**src/rtl/kronos_types_pkg.sv**
```systemverilog
// Kronos shared types for the EX/WB boundary and the write-back/LSU stage.
//   mem_size_t   : access size carried with loads and stores
//   trap_cause_t : cause code reported alongside trap
//   wb_state_t   : write-back / LSU sequencer states
//   pipeEXWB_t   : EX->WB payload (ALU result, branch info, memory op info)
package kronos_types;

    typedef enum logic [1:0] {
        BYTE = 2'd0,
        HALF = 2'd1,
        WORD = 2'd2
    } mem_size_t;

    typedef enum logic [1:0] {
        TRAP_ILLEGAL  = 2'd0,
        TRAP_MISALIGN = 2'd1,
        TRAP_TIMEOUT  = 2'd2
    } trap_cause_t;

    typedef enum logic [1:0] {
        WRITE = 2'd0,
        MEM_A = 2'd1,
        MEM_B = 2'd2,
        CATCH = 2'd3
    } wb_state_t;

    // result1: rd data, or memory address for ld/st
    // result2: branch target, or store data for st
    typedef struct packed {
        logic [31:0] result1;
        logic [31:0] result2;
        logic [4:0]  rd;
        logic        rd_write;
        logic        branch;
        logic        branch_cond;
        logic        is_illegal;
        logic        ld;
        logic        st;
        mem_size_t   mem_size;
        logic        ld_sign;
    } pipeEXWB_t;

    // Byte-lane mask of an access of the given size starting at lane 0.
    function automatic logic [3:0] size_mask(input mem_size_t size);
        case (size)
            BYTE:    size_mask = 4'b0001;
            HALF:    size_mask = 4'b0011;
            default: size_mask = 4'b1111;
        endcase
    endfunction

endpackage

```
**src/rtl/kronos_lsu_align.sv**
```systemverilog
// Byte-lane arithmetic for the load/store unit (purely combinational).
//   off, size, sign : byte offset within the word, access size, load sign-extend
//   st_data         : store data, lane 0 aligned
//   ld_data         : {hi, lo} raw bus words covering the access
//   m8              : byte enables over the two-word window {hi lanes, lo lanes}
//   st_data64       : store data shifted into its lanes across the window
//   ld_result       : load data shifted down, truncated and extended
module kronos_lsu_align
    import kronos_types::*;
(
    input  logic [1:0]  off,
    input  mem_size_t   size,
    input  logic        sign,
    input  logic [31:0] st_data,
    input  logic [63:0] ld_data,
    output logic [7:0]  m8,
    output logic [63:0] st_data64,
    output logic [31:0] ld_result
);

    logic [5:0]  bit_off;
    logic [31:0] ld_word;

    assign bit_off   = {off, 3'b000};
    assign m8        = {4'b0000, size_mask(size)} << off;
    assign st_data64 = {32'b0, st_data} << bit_off;
    assign ld_word   = 32'(ld_data >> bit_off);

    always_comb begin
        case (size)
            BYTE:    ld_result = {{24{sign & ld_word[7]}},  ld_word[7:0]};
            HALF:    ld_result = {{16{sign & ld_word[15]}}, ld_word[15:0]};
            default: ld_result = ld_word;
        endcase
    end

endmodule

```
**src/rtl/kronos_wb_lsu.sv**
```systemverilog
// Kronos write-back stage with load/store unit.
// Retires ALU results and branches in one cycle, sequences loads/stores on a
// req/ack data bus (one bus cycle aligned, two for accesses straddling a word
// when MISALIGN_SPLIT=1), and traps on illegal instructions, misaligned
// accesses (MISALIGN_SPLIT=0) or bus timeout (BUS_TIMEOUT != 0).
// Ports:
//   clk, rstz                      clock, async active-low reset
//   execute, pipe_in_vld           EX/WB payload (held stable until retire)
//   pipe_in_rdy                    instruction retires this cycle
//   regwr_data/sel/en              register file write port
//   branch_target, branch          branch redirect
//   data_addr/wr_data/mask/wr_en   data bus request fields
//   data_req, data_rd_data, data_ack  data bus handshake
//   trap, trap_cause               one-cycle trap pulse and its cause
module kronos_wb_lsu
    import kronos_types::*;
#(
    parameter bit          MISALIGN_SPLIT = 1'b1,
    parameter int unsigned BUS_TIMEOUT    = 0
)(
    input  logic        clk,
    input  logic        rstz,
    input  pipeEXWB_t   execute,
    input  logic        pipe_in_vld,
    output logic        pipe_in_rdy,
    output logic [31:0] regwr_data,
    output logic [4:0]  regwr_sel,
    output logic        regwr_en,
    output logic [31:0] branch_target,
    output logic        branch,
    output logic [31:0] data_addr,
    output logic [31:0] data_wr_data,
    output logic [3:0]  data_mask,
    output logic        data_wr_en,
    output logic        data_req,
    input  logic [31:0] data_rd_data,
    input  logic        data_ack,
    output logic        trap,
    output logic [1:0]  trap_cause
);

    localparam int TW = (BUS_TIMEOUT > 1) ? $clog2(BUS_TIMEOUT) : 1;

    wb_state_t   state, state_next;
    logic [TW-1:0] wait_cnt;
    logic [31:0] lo_q;
    logic        capture_lo;
    trap_cause_t cause;

    logic [1:0]  off;
    logic [31:0] word_addr;
    logic [7:0]  m8;
    logic [63:0] st_data64;
    logic [63:0] ld_data;
    logic [31:0] ld_result;
    logic        is_mem, split, misaligned, timeout;

    assign off       = execute.result1[1:0];
    assign word_addr = {execute.result1[31:2], 2'b00};
    assign is_mem    = execute.ld | execute.st;
    assign split     = |m8[7:4];
    assign misaligned = ((execute.mem_size == HALF) & off[0]) |
                        ((execute.mem_size == WORD) & (off != 2'b00));

    // Timeout fires in the BUS_TIMEOUT-th cycle spent waiting in a bus state;
    // an ack arriving in that same cycle still wins.
    assign timeout = (BUS_TIMEOUT != 0) && (wait_cnt == TW'(BUS_TIMEOUT - 1));

    // Non-split loads see only the current bus word; the second half of a
    // split load combines with the word captured in MEM_A.
    assign ld_data = (state == MEM_B) ? {data_rd_data, lo_q} : {32'b0, data_rd_data};

    kronos_lsu_align u_align (
        .off       (off),
        .size      (execute.mem_size),
        .sign      (execute.ld_sign),
        .st_data   (execute.result2),
        .ld_data   (ld_data),
        .m8        (m8),
        .st_data64 (st_data64),
        .ld_result (ld_result)
    );

    assign regwr_sel     = execute.rd;
    assign branch_target = execute.result2;
    assign trap_cause    = cause;

    always_ff @(posedge clk or negedge rstz) begin
        if (!rstz) begin
            state    <= WRITE;
            wait_cnt <= '0;
            lo_q     <= '0;
        end else begin
            state <= state_next;
            if (state_next != state)
                wait_cnt <= '0;
            else if (state == MEM_A || state == MEM_B)
                wait_cnt <= wait_cnt + 1'b1;
            if (capture_lo)
                lo_q <= data_rd_data;
        end
    end

    always_comb begin
        state_next   = state;
        pipe_in_rdy  = 1'b0;
        regwr_en     = 1'b0;
        regwr_data   = '0;
        branch       = 1'b0;
        data_req     = 1'b0;
        data_addr    = '0;
        data_mask    = '0;
        data_wr_data = '0;
        data_wr_en   = 1'b0;
        trap         = 1'b0;
        cause        = TRAP_ILLEGAL;
        capture_lo   = 1'b0;

        case (state)
            WRITE: begin
                if (pipe_in_vld) begin
                    if (execute.is_illegal) begin
                        trap       = 1'b1;
                        cause      = TRAP_ILLEGAL;
                        state_next = CATCH;
                    end else if (is_mem) begin
                        if (!MISALIGN_SPLIT && misaligned) begin
                            trap       = 1'b1;
                            cause      = TRAP_MISALIGN;
                            state_next = CATCH;
                        end else begin
                            state_next = MEM_A;
                        end
                    end else begin
                        pipe_in_rdy = 1'b1;
                        regwr_en    = execute.rd_write;
                        regwr_data  = execute.result1;
                        branch      = execute.branch |
                                      (execute.branch_cond & execute.result1[0]);
                    end
                end
            end

            MEM_A: begin
                data_req     = 1'b1;
                data_addr    = word_addr;
                data_mask    = m8[3:0];
                data_wr_data = st_data64[31:0];
                data_wr_en   = execute.st;
                if (data_ack) begin
                    if (split) begin
                        capture_lo = 1'b1;
                        state_next = MEM_B;
                    end else begin
                        pipe_in_rdy = 1'b1;
                        regwr_en    = execute.ld & execute.rd_write;
                        regwr_data  = execute.ld ? ld_result : '0;
                        state_next  = WRITE;
                    end
                end else if (timeout) begin
                    trap       = 1'b1;
                    cause      = TRAP_TIMEOUT;
                    state_next = CATCH;
                end
            end

            MEM_B: begin
                data_req     = 1'b1;
                data_addr    = word_addr + 32'd4;
                data_mask    = m8[7:4];
                data_wr_data = st_data64[63:32];
                data_wr_en   = execute.st;
                if (data_ack) begin
                    pipe_in_rdy = 1'b1;
                    regwr_en    = execute.ld & execute.rd_write;
                    regwr_data  = execute.ld ? ld_result : '0;
                    state_next  = WRITE;
                end else if (timeout) begin
                    trap       = 1'b1;
                    cause      = TRAP_TIMEOUT;
                    state_next = CATCH;
                end
            end

            CATCH: ;  // terminal until reset

            default: state_next = WRITE;
        endcase
    end

endmodule

```
**config.mk**
```make
export PLATFORM = sky130hd
export DESIGN_NAME = kronos_wb_lsu
export DESIGN_NICKNAME = d
export VERILOG_FILES = /design/src/rtl/kronos_types_pkg.sv /design/src/rtl/kronos_lsu_align.sv /design/src/rtl/kronos_wb_lsu.sv
export SDC_FILE = /design/constraint.sdc
export NUM_CORES = 1
export LEC_CHECK = 0
export ABC_CLOCK_PERIOD_IN_PS = 4000
export BUFFER_PORTS_ARGS = -buffer_cell sky130_fd_sc_hd__buf_2
export CORE_UTILIZATION = 40
export DETAILED_ROUTE_END_ITERATION = 12
export MAX_ROUTING_LAYER = met4
export PLACE_DENSITY = 0.65
export SYNTH_ARGS = -nofsm -noshare
export SYNTH_HDL_FRONTEND = slang
export SYNTH_HIERARCHICAL = 1
export SYNTH_SLANG_ARGS = --single-unit
```
**constraint.sdc**
```tcl
create_clock -name clk -period 4 [get_ports clk]
set_clock_uncertainty 0.05 [all_clocks]
set_input_delay 0.4 -clock clk [delete_from_list [all_inputs] [get_ports clk]]
set_output_delay 0.4 -clock clk [all_outputs]
set_load 0.02 [all_outputs]
```
== Yosys cells after proc, flatten, opt, wreduce, memory -nomap -nowiden ==
Index checks and enable logic that the tools add are counted.

* Register bits: 34
* Bits of input ports: 114
* Output and inout port bits: 145
* Word-level logic and storage cells: 72

* Add/subtract/negate cells: 1
* Eq/ne operators: 7
* Shift-type cells: 3
* Multiplexer cells: 47
* Bitwise gates (word level): 6
* Reductions and logical operators: 6

{| class="wikitable"
|+ Operators with widths
! cell !! number
|-
| 2-to-1 mux 32 bit || 7
|-
| case mux 32 bit (2 select lines) || 3
|-
| case mux 32 bit (3 select lines) || 1
|-
| 2-to-1 mux 64 bit || 1
|-
| left shift 32 x 5 -> 64 bit || 1
|-
| right shift 64 x 5 -> 32 bit || 1
|-
| adder 32 x 3 -> 32 bit (second input constant) || 1
|-
| 2-to-1 mux 1 bit || 24
|-
| case mux 4 bit (2 select lines) || 2
|-
| 2-to-1 mux 2 bit || 6
|-
| left shift 4 x 2 -> 8 bit || 1
|-
| != test 2 bit (second input constant) || 3
|-
| case mux 1 bit (3 select lines) || 2
|-
| case mux 2 bit (3 select lines) || 1
|-
| AND reduction 5 bit || 1
|-
| bitwise AND 1 bit || 4
|-
| == test 2 x 1 -> 1 bit (second input constant) || 2
|-
| zero test 2 bit || 2
|-
| OR reduction 4 bit || 1
|-
| != test 3 bit (second input constant) || 1
|-
| nonzero test 3 bit || 1
|-
| == test 2 bit (second input constant) || 1
|-
| OR 1 bit || 2
|-
| OR reduction 2 bit || 1
|}

== Logic depth before layout (Yosys ltp) ==
Gate-level depths: netlist of run 1.

* Depth in word-level cells: 9
* Depth in mapped cells: 13
* Depth with buffers taken out: 9

== Cells and area by module ==
The synthesis of run 1 kept the hierarchy.

{| class="wikitable"
|+ Modules (own cells, without submodules)
! module !! times used !! cells an instance !! area each (µm²) !! seq. area each (µm²)
|-
| kronos_wb_lsu || 1 || 577 || 4515.6 || 850.8
|-
| kronos_lsu_align || 1 || 241 || 2042.0 || 0.0
|}

== Worst setup path after synthesis of run 1 ==
No wires, ideal clock.

* Path type: register -> output
* From: reg state[0]
* To: out regwr_data[21]
* Arrival: 2.836 ns
* Data required time: 3.550 ns
* Path slack: 0.714 ns
* Cell stages (with the launch flop): 13
* Buffers on the path: 3
* Cells stage by stage: dfrtp_1 inv_1 ha_1 clkbuf_1 buf_1 mux2_2 mux4_1 mux2i_4 buf_6 o21ai_1 inv_1 o32a_1 nor2_1

* Word-level cells in the longest chain between the ends: 9
* Elaborated cells on any way between the ends: 13
* Those cells by class: 2 x eq/ne; 1 x shift; 7 x mux; 2 x bitwise; 1 x reduce/logical

{| class="wikitable"
|+ Ends and longest elaborated chain
! what !! line !! RTL
|-
| start, declared || kronos_wb_lsu.sv:44 || <nowiki>wb_state_t state, state_next;</nowiki>
|-
| start signal, assigned || kronos_wb_lsu.sv:94 || <nowiki>state <= state_next;</nowiki>
|-
| == test 2 bit (*) || kronos_wb_lsu.sv:71 || <nowiki>assign ld_data = (state == MEM_B) ? {data_rd_data, lo_q} : {32'b0, data_rd_data};</nowiki>
|-
| 2-to-1 mux 64 bit (*) || kronos_wb_lsu.sv:71 ||
|-
| net ld_data[23] || kronos_wb_lsu.sv:54 || <nowiki>logic [63:0] ld_data;</nowiki>
|-
| right shift 64 x 5 -> 32 bit (*) || kronos_lsu_align.sv:27 || <nowiki>assign ld_word = 32'(ld_data >> bit_off);</nowiki>
|-
| bitwise AND 1 bit, on equally long branches || kronos_lsu_align.sv:32, kronos_lsu_align.sv:31 ||
|-
| case mux 32 bit (2 select lines) (*) || kronos_lsu_align.sv:30 || <nowiki>case (size)</nowiki>
|-
| net ld_result[21] || kronos_wb_lsu.sv:55 || <nowiki>logic [31:0] ld_result;</nowiki>
|-
| 2-to-1 mux 32 bit (*) || kronos_wb_lsu.sv:157, kronos_wb_lsu.sv:176 ||
|-
| 2-to-1 mux 32 bit || kronos_wb_lsu.sv:151 || <nowiki>if (split) begin</nowiki>
|-
| 2-to-1 mux 32 bit || kronos_wb_lsu.sv:150 || <nowiki>if (data_ack) begin</nowiki>
|-
| case mux 32 bit (3 select lines) (*) || kronos_wb_lsu.sv:119 || <nowiki>case (state)</nowiki>
|-
| end, declared || kronos_wb_lsu.sv:26 || <nowiki>output logic [31:0] regwr_data,</nowiki>
|}

The timed path passes the listed nets; every way through them passes the cells marked *.

== Worst setup path after layout of run 1 ==
* From: reg state[0]
* To: out regwr_data[11]

* Elaborated cells on any way between the ends: 12
* Those cells by class: 2 x eq/ne; 1 x shift; 7 x mux; 1 x bitwise; 1 x reduce/logical

{| class="wikitable"
|+ RTL lines
! what !! line
|-
| == test 2 bit (*) || kronos_wb_lsu.sv:71
|-
| 2-to-1 mux 64 bit (*) || kronos_wb_lsu.sv:71
|-
| net ld_data[27] || kronos_wb_lsu.sv:54
|-
| right shift 64 x 5 -> 32 bit (*) || kronos_lsu_align.sv:27
|-
| case mux 32 bit (2 select lines) (*) || kronos_lsu_align.sv:30
|-
| net ld_result[11] || kronos_wb_lsu.sv:55
|-
| 2-to-1 mux 32 bit (*) || kronos_wb_lsu.sv:157, kronos_wb_lsu.sv:176
|-
| 2-to-1 mux 32 bit || kronos_wb_lsu.sv:151
|-
| 2-to-1 mux 32 bit || kronos_wb_lsu.sv:150
|-
| case mux 32 bit (3 select lines) (*) || kronos_wb_lsu.sv:119
|}

Marked as above.

==> key figures, run 1 <==
Clock tree
  • Hold buffers post-CTS: 0
  • H-tree depth: 2
  • Clock Pin Slew Worst Setup and Hold Paths: 0.05 ns
  • Skew-Pair Late Insertion Delay: 0.27 ns
  • Postcts setup bufs: 0
  • CTS Buf Count: 5
  • CTS resizes: 0
  • Root Buffer: clkbuf_16
  • CTS Sinks: 34
  • Clk buf depth: 2
  • TritonCTS clock tree: yes

Setup path
  • Critical Path Fanout Max: 49
  • Worst r2r path cells: 7
  • WS Path Type: flip-flop to output pin
  • Crit path launch type: flip-flop
  • Worst Path Arrival: 3.31 ns
  • Critical Path RT: 3.55 ns
  • Most Frequent Cell on Critical Path: inv_1
  • Crit-path cells: inv_1 -> ha_2 -> buf_4 -> mux2_2 -> mux4_2 -> o21ai_0 -> nand2_1 -> inv_1 -> o31a_1 -> nor2_1 -> buf_2
  • FF-to-FF setup slack: 1.73 ns
  • Master of the slowest instance on the critical path: buf_4
  • Worst setup EP type: output pin
  • RR Endpoint: state[0]
  • Crit-path max cell delay: 0.50 ns
  • RR Startpoint: state[0]

Yosys
  • Yosys Warn Count: 6
  • Cell count after synthesis: 810
  • Mapped cell area: 0.00651 sq mm
  • Syn Area/Cell: 8.03 sq um

GRT
  • First-pass GRT wire length: 32,900 um
  • Grt ovf: 0
  • Initial antenna violation count: 0
  • Largest net degree at the start of global routing: 54
  • Total GRT Usage: 25.3%
  • Vias in the first global route: 5,919

Timing
  • Slew @ Worst Pin: 1.16 ns
  • Min Clock Period, post-route: 3.76 ns
  • Final Hold Fails: 0
  • RSZ-0062 raised after global routing: false
  • Worst Slack Setup Final: 0.237 ns
  • Period utilisation layout: 94.1%
  • Max-slew headroom: 22.7%
  • Fmax: 266 MHz
  • Final Setup Violations: 0
  • Setup TNS: 0 ns
  • Slew Viols, Final: 0
  • Hold slack: 0.161 ns

Route
  • WL/cell: 18.4 um
  • TritonRoute pass-1 iters: 5
  • Met2 wire length: 9730 um
  • Met1 Wirelength: 10,100 um
  • Detail Route Antenna Nets: 0
  • Uppermost routed layer: met4
  • 1st-iter DRT viols: 516
  • Via count: 6,763
  • Routed wl met3: 1350 um
  • DRC viols: 0
  • Routed vias/inst: 5.78
  • Routed wire length: 21,500 um

Place
  • Dpl hpwl: 16,400 um
  • Post-placement cell area: 0.00745 sq mm
  • PortBufs: 244
  • Placer Congestion: 0.935
  • Placement Setup Slack: 0.550 ns

Power
  • Power Dens Cells: 519 mW/mm^2
  • Leak Pwr: 3.60 nW
  • Max VDD drop: 0.000253 V

Die
  • Die ar.: 0.0168 sq mm
  • Core area: 0.0159 sq mm
  • Row count: 46
  • Starting Density: 41.0%
  • IO Pins: 259
  • Die W: 130 um
  • Die height: 130 um

Layout
  • Layout cells sized above 1: 40.3%
  • Nets@finish: 1,072
  • Synthesis-to-finish area growth: 16.7%
  • N_diodes: 0
  • Design area: 0.00760 sq mm
  • Filler Cell Count: 1,613

Status
  • Outcome: completed

Job
  • Max cap viols: 0

Min path
  • Hold crit path type: primary input to async pin
per-layer routing:
layer  vias to the layer above  track usage, %
met4                         0            5.06
met1                      3200            37.1
met5                         -               -
li1                       3241               -
met2                       290            38.3
met3                        32            1.78
where the power goes:
part           internal (W)  total, W  leakage, nW  switching (W)
Clock              0.000246  0.000380       0.0739       0.000133
Sequential         0.000523  0.000607        0.401      0.0000842
Combinational       0.00122   0.00295         3.13        0.00173
Total               0.00199   0.00394         3.60        0.00195
critical path, delay by kind of cell, from the launching register on:
family	cells	cell delay [ns]
adders and majority gates	1	0.40
buffers and inverters	4	0.91
AOI/OAI and AO/OA	2	0.26
and+or+nand+nor	2	0.15
DFF	1	0.40
muxes	2	0.91
placed cells by master, fill, tap and decap left out, drive strengths merged, types with 13 or more instances in the layout:
cell type and n:
inv 43, o31a 24, mux2 73, conb 13, mux4 34, dfrtp 34
buf 257, and3 14, a22o 48, nand4 18, nand3 31, nand2 54
and2 39, nor2 63, o21ai 51, a21oi 17, mux2i 29
flip-flops by register name (all words and copies together), names as in the netlist:
name   flops
lo_q      32
state      2
how the worst max path moves through the flow:
| stage | start | endpoint | slack [ns] | cells past startpoint |
|---|---|---|---|---|
| finish | state[0] | regwr_data[11] | 0.24 | 11 |
| global route | state[0] | regwr_data[11] | 0.06 | 11 |
| CTS | state[0] | regwr_data[11] | 0.26 | 11 |
| detailed placement | state[0] | regwr_data[8] | 0.55 | 11 |
| global placement | state[0] | regwr_data[11] | 0.63 | 11 |
| floorplan | state[0] | regwr_data[21] | 0.71 | 12 |
through the flow:
stage,power [W],util (%),instances
finish,0.00394,47.8,1170
global route,0.00421,47.8,1170
CTS,0.00394,47.8,1170
detailed placement,0.00354,46.9,1162
global placement,0.00351,46.9,1162
floorplan,0.00276,-,821
layout make-up:
| cell class | count | area, sq um | area share (%) |
|---|---|---|---|
| Tap cell | 216 | 270 | 3.56 |
| Clock buffer | 7 | 143 | 1.88 |
| Clock inverter | 1 | 5.00 | 0.0659 |
| Sequential cell | 34 | 851 | 11.2 |
| Multi-Input combinational cell | 612 | 4820 | 63.5 |
| Timing Repair Buffer | 257 | 1350 | 17.7 |
| Inverter | 43 | 161 | 2.12 |
Power figures use the tool's default switching activity.
==> run 2: changes to the inputs <==
--- a/config.mk
+++ b/config.mk
@@ -7,10 +7,12 @@
 export LEC_CHECK = 0
 export ABC_CLOCK_PERIOD_IN_PS = 4000
 export BUFFER_PORTS_ARGS = -buffer_cell sky130_fd_sc_hd__buf_2
-export CORE_UTILIZATION = 40
+export CELL_PAD_IN_SITES_DETAIL_PLACEMENT = 0
+export CELL_PAD_IN_SITES_GLOBAL_PLACEMENT = 1
+export CORE_UTILIZATION = 36
 export DETAILED_ROUTE_END_ITERATION = 12
 export MAX_ROUTING_LAYER = met4
-export PLACE_DENSITY = 0.65
+export PLACE_DENSITY = 0.8
 export SYNTH_ARGS = -nofsm -noshare
 export SYNTH_HDL_FRONTEND = slang
 export SYNTH_HIERARCHICAL = 1
==> key figures, run 2 (same netlist as run 1, synthesis figures left out) <==
Status
  • Outcome: completed (unchanged)

GRT
  • Vias in the first global route: 6,205 (was 5,919)
  • Grt ovf: 0 (unchanged)
  • Largest net degree at the start of global routing: 48 (was 54)
  • Total GRT Usage: 24.5% (was 25.3%)
  • First-pass GRT wire length: 34,900 um (was 32,900 um)
  • Initial antenna violation count: 0 (unchanged)

Layout
  • Nets@finish: 1,074 (was 1,072)
  • Most common cell after layout, fill and taps aside: buf_2 (unchanged)
  • Synthesis-to-finish area growth: 17.0% (was 16.7%)
  • N_diodes: 0 (unchanged)
  • Layout cells sized above 1: 40.4% (was 40.3%)
  • Max reg flops: 32 (unchanged)
  • Top reg by flops: lo_q (unchanged)
  • Most frequent cells in the layout: buf_2, mux2_2, nor2_1 (unchanged)
  • Final core utilization: 43.6% (was 47.8%)
  • Biggest regs: lo_q (32), state (2) (unchanged)

Timing
  • Period utilisation layout: 93.9% (was 94.1%)
  • Final Hold Fails: 0 (unchanged)
  • Fmax: 266 MHz (about the same)
  • Max-slew headroom: 25.6% (was 22.7%)
  • Setup TNS: 0 ns (unchanged)
  • Final Setup Violations: 0 (unchanged)
  • Min Clock Period, post-route: 3.76 ns (about the same)
  • Slew @ Worst Pin: 1.11 ns (was 1.16 ns)
  • Slew Viols, Final: 0 (unchanged)
  • RSZ-0062 raised after global routing: false (unchanged)

Route
  • Routed wire length: 22,700 um (was 21,500 um)
  • Routed vias/inst: 5.75 (was 5.78)
  • 1st-iter DRT viols: 627 (was 516)
  • DRC viols: 0 (unchanged)
  • Via count: 6,788 (was 6,763)
  • Detail Route Antenna Nets: 0 (unchanged)
  • WL/cell: 19.2 um (was 18.4 um)
  • TritonRoute pass-1 iters: 5 (unchanged)

Die
  • Die ar.: 0.0186 sq mm (was 0.0168 sq mm)
  • IO Pins: 259 (unchanged)
  • Die W: 136 um (was 130 um)
  • Die height: 136 um (was 130 um)
  • Core area: 0.0175 sq mm (was 0.0159 sq mm)
  • Row count: 48 (was 46)
  • Starting Density: 37.2% (was 41.0%)

Setup path
  • Worst Path Arrival: 3.31 ns (about the same)
  • WS Path Type: flip-flop to output pin (unchanged)
  • FF-to-FF setup slack: 1.73 ns (about the same)
  • Worst r2r path cells: 7 (unchanged)
  • Critical Path Fanout Max: 22 (was 49)
  • RR Endpoint: state[0] (unchanged)
  • Critical Path RT: 3.55 ns (about the same)
  • Worst setup EP type: output pin (unchanged)
  • RR Startpoint: state[0] (unchanged)
  • Crit path launch type: flip-flop (unchanged)

Power
  • Power Dens Cells: 521 mW/mm^2 (was 519 mW/mm^2)
  • Max VDD drop: 0.000277 V (was 0.000253 V)
  • Leak Pwr: 3.61 nW (was 3.60 nW)

Clock tree
  • Clk buf depth: 2 (unchanged)
  • Postcts setup bufs: 0 (unchanged)
  • CTS Buf Count: 5 (unchanged)
  • CTS Sinks: 34 (unchanged)
  • Root Buffer: clkbuf_16 (unchanged)
  • Hold buffers post-CTS: 0 (unchanged)
  • Skew-Pair Late Insertion Delay: 0.28 ns (was 0.27 ns)
  • CTS resizes: 0 (unchanged)
  • Clock Pin Slew Worst Setup and Hold Paths: 0.05 ns (about the same)
  • H-tree depth: 2 (unchanged)
  • TritonCTS clock tree: yes (unchanged)

Place
  • Placer Congestion: 0.896 (was 0.935)
  • PortBufs: 244 (unchanged)
  • Dpl hpwl: 17,500 um (was 16,400 um)

Job
  • Max cap viols: 0 (unchanged)

Min path
  • Hold crit path type: primary input to async pin (unchanged)
==> run 2: routing by layer <==
metal	wire length [um]	part of all wire, %	track usage [%]	vias to the layer above
met5	0	0	-	-
met2	10200	45	36.1	275
met3	1560	6.9	2.65	27
li1	-	-	-	3224
met4	433	1.9	6.42	0
met1	10600	47	35.2	3262
==> run 2: metrics by stage <==
stage / setup WS (ns) / hold slack, ns / instances / power [W] / instance area (sq um)
6_report: 0.243 / 0.151 / 1181 / 0.00397 / 7610
5_1_grt: 0.00600 / 0.219 / 1181 / 0.00425 / 7610
4_1_cts: 0.279 / 0.175 / 1181 / 0.00397 / 7610
3_5_place_dp: 0.580 / 0.439 / 1173 / 0.00356 / 7470
3_3_place_gp: 0.672 / 0.434 / 1173 / 0.00352 / 7470
2_1_floorplan: 0.714 / 0.0544 / 821 / 0.00276 / 6550
==> run 2: where the power goes <==
part	switching [W]	internal, W
Sequential	0.0000971	0.000523
Clock	0.000138	0.000247
Combinational	0.00174	0.00122
==> run 2: layout make-up <==
| type | instances | area (sq um) |
|---|---|---|
| Multi-Input combinational cell | 612 | 4820 |
| Tap cell | 225 | 282 |
| Fill cell | 1810 | 9860 |
| Clock inverter | 1 | 5.00 |
| Inverter | 43 | 161 |
| Sequential cell | 34 | 851 |
| Timing Repair Buffer | 259 | 1350 |
| Clock buffer | 7 | 143 |
==> run 2: worst max-delay path by stage <==
stage	startpoint	end	slack [ns]	cells after the start
floorplan	state[0]	regwr_data[21]	0.71	12
global route	state[0]	regwr_data[29]	0.006	10
detailed placement	state[0]	regwr_data[11]	0.58	11
finish	state[0]	regwr_data[29]	0.24	10
CTS	state[0]	regwr_data[29]	0.28	10
global placement	state[0]	regwr_data[11]	0.67	11
==> run 2: worst max-delay path, cell delays in order (launching register included) <==
cell and delay [ns]:
dfrtp_1 0.40, inv_1 0.11, ha_2 0.44, mux2_2 0.43, mux4_1 0.57, mux2i_4 0.42, o21ai_0 0.16, inv_1 0.08
o32a_1 0.15, nor2_1 0.07, buf_2 0.18
==> run 3: changes to the inputs <==
--- a/config.mk
+++ b/config.mk
@@ -12,7 +12,7 @@
 export CORE_UTILIZATION = 36
 export DETAILED_ROUTE_END_ITERATION = 12
 export MAX_ROUTING_LAYER = met4
-export PLACE_DENSITY = 0.8
+export PLACE_DENSITY = 0.91
 export SYNTH_ARGS = -nofsm -noshare
 export SYNTH_HDL_FRONTEND = slang
 export SYNTH_HIERARCHICAL = 1
==> key figures, run 3 (same netlist as run 1, synthesis figures left out) <==
Power
  • PnR Total Power: 0.00398 W (was 0.00397 W)
  • Sw frac: 50.0% (was 49.9%)
  • Leak Pwr: 3.61 nW (about the same)
  • Flop pwr share: 15.2% (was 15.6%)
  • Logic gate share of total power: 75.1% (was 74.6%)
  • Max VDD drop: 0.000286 V (was 0.000277 V)
  • Clk pwr share: 9.7% (about the same)
  • P_int: 0.00199 W (about the same)
  • Sw Pwr: 0.00199 W (was 0.00198 W)
  • Power Dens Cells: 523 mW/mm^2 (was 521 mW/mm^2)

Setup path
  • Critical path endpoint: regwr_data[28] (was regwr_data[29])
  • Critical Path Fanout Max: 22 (unchanged)
  • Critical Path RT: 3.55 ns (about the same)
  • Crit path launch type: flip-flop (unchanged)
  • Worst setup EP type: output pin (unchanged)
  • FF-to-FF setup slack: 1.89 ns (was 1.73 ns)
  • Worst Path Arrival: 3.38 ns (was 3.31 ns)
  • RR Endpoint: state[0] (unchanged)
  • WS Path Type: flip-flop to output pin (unchanged)
  • RR Startpoint: state[0] (unchanged)
  • Worst r2r path cells: 7 (unchanged)
  • Setup crit start: state[0] (unchanged)

Clock tree
  • Postcts setup bufs: 0 (unchanged)
  • Root Buffer: clkbuf_16 (unchanged)
  • Hold buffers post-CTS: 0 (unchanged)
  • CTS resizes: 0 (unchanged)
  • Clock Pin Slew Worst Setup and Hold Paths: 0.06 ns (was 0.05 ns)
  • CTS Sinks: 34 (unchanged)
  • Skew-Pair Late Insertion Delay: 0.28 ns (about the same)
  • H-tree depth: 2 (unchanged)
  • TritonCTS clock tree: yes (unchanged)
  • CTS Buf Count: 5 (unchanged)
  • Clk buf depth: 2 (unchanged)

Layout
  • Top reg by flops: lo_q (unchanged)
  • Biggest regs: lo_q (32), state (2) (unchanged)
  • Filler Cell Count: 1,799 (was 1,810)
  • Nets@finish: 1,073 (was 1,074)
  • Most common cell after layout, fill and taps aside: buf_2 (unchanged)
  • Synthesis-to-finish area growth: 17.1% (was 17.0%)
  • Most frequent cells in the layout: buf_2, mux2_2, nor2_1 (unchanged)
  • Max reg flops: 32 (unchanged)
  • Layout cells sized above 1: 40.3% (was 40.4%)

Die
  • Row count: 48 (unchanged)
  • IO Pins: 259 (unchanged)
  • Starting Density: 37.2% (unchanged)
  • Die height: 136 um (unchanged)
  • Die ar.: 0.0186 sq mm (unchanged)
  • Die W: 136 um (unchanged)
  • Core area: 0.0175 sq mm (unchanged)

Min path
  • Hold crit path type: primary input to async pin (unchanged)

Timing
  • Max-slew headroom: 22.5% (was 25.6%)
  • Final Setup Violations: 0 (unchanged)
  • Slew @ Worst Pin: 1.16 ns (was 1.11 ns)
  • Min Clock Period, post-route: 3.83 ns (was 3.76 ns)
  • Final Hold Fails: 0 (unchanged)
  • RSZ-0062 raised after global routing: false (unchanged)
  • Fmax: 261 MHz (was 266 MHz)
  • Period utilisation layout: 95.8% (was 93.9%)
  • Setup TNS: 0 ns (unchanged)
  • Slew Viols, Final: 0 (unchanged)

Route
  • 1st-iter DRT viols: 500 (was 627)
  • Detail Route Antenna Nets: 0 (unchanged)
  • Routed wire length: 22,900 um (was 22,700 um)
  • TritonRoute pass-1 iters: 5 (unchanged)
  • Via count: 6,918 (was 6,788)
  • DRC viols: 0 (unchanged)
  • Routed vias/inst: 5.85 (was 5.75)
  • WL/cell: 19.3 um (was 19.2 um)

Place
  • Placer Congestion: 0.954 (was 0.896)
  • Dpl hpwl: 17,600 um (was 17,500 um)
  • PortBufs: 244 (unchanged)

GRT
  • First-pass GRT wire length: 34,600 um (was 34,900 um)
  • Total GRT Usage: 24.3% (was 24.5%)
  • Grt ovf: 0 (unchanged)
  • Initial antenna violation count: 2 (was 0)
  • Vias in the first global route: 6,238 (was 6,205)
  • Largest net degree at the start of global routing: 64 (was 48)

Status
  • Outcome: completed (unchanged)

Job
  • Max cap viols: 0 (unchanged)
-- run 3: layout make-up --
| cell class | count | area (sq um) | area share (%) |
|---|---|---|---|
| Sequential cell | 34 | 851 | 11.2 |
| Tap cell | 225 | 282 | 3.69 |
| Inverter | 43 | 161 | 2.12 |
| Timing Repair Buffer | 258 | 1350 | 17.8 |
| Clock inverter | 1 | 5.00 | 0.0657 |
| Multi-Input combinational cell | 612 | 4820 | 63.3 |
| Clock buffer | 7 | 143 | 1.87 |
| Antenna cell | 2 | 5.00 | 0.0657 |
-- run 3: how the worst min path moves through the flow --
stage                     cells past startpoint  slack, ns     start  endpoint
after global routing                          1       0.23      rstz  lo_q[30]
after detailed placement                      1       0.44  lo_q[24]  lo_q[24]
after CTS                                     1       0.19      rstz  lo_q[30]
after global placement                        1       0.43  lo_q[28]  lo_q[28]
final                                         1       0.16      rstz  lo_q[30]
after floorplan                               0       0.05      rstz   lo_q[0]
-- run 3: routing by layer --
metal	wire length, um	GRT usage [%]	vias up
met3	1580	2.50	25
met2	10600	36.9	307
met5	0	-	-
li1	-	-	3240
met4	366	5.25	0
met1	10300	34.6	3346
-- run 3: power groups by stage --
stage	combinational, W	clock [W]	sequential (W)
2_1_floorplan	0.00218	0	0.000581
3_3_place_gp	0.00292	0	0.000593
3_5_place_dp	0.00297	0	0.000607
4_1_cts	0.00298	0.000398	0.000602
5_1_grt	0.00321	0.000410	0.000624
6_report	0.00299	0.000387	0.000605
-- run 3: metrics by stage --
step	setup slack (ns)	hold WS, ns	cell area (sq um)	instances	utilization, %
6_report	0.167	0.164	7620	1182	43.6
5_1_grt	0.00676	0.229	7620	1182	43.6
4_1_cts	0.200	0.186	7620	1180	43.6
3_5_place_dp	0.504	0.437	7470	1172	42.7
3_3_place_gp	0.562	0.431	7470	1172	42.7
2_1_floorplan	0.714	0.0544	6550	821	-
-- run 3: critical path, stage by stage (launching register included) --
cell     delay (ns)
dfrtp_1        0.40
inv_1          0.12
ha_2           0.49
mux2_2         0.44
mux4_1         0.56
mux2i_4        0.42
o21ai_0        0.17
inv_1          0.08
o31a_1         0.13
nor2_1         0.07
buf_2          0.23
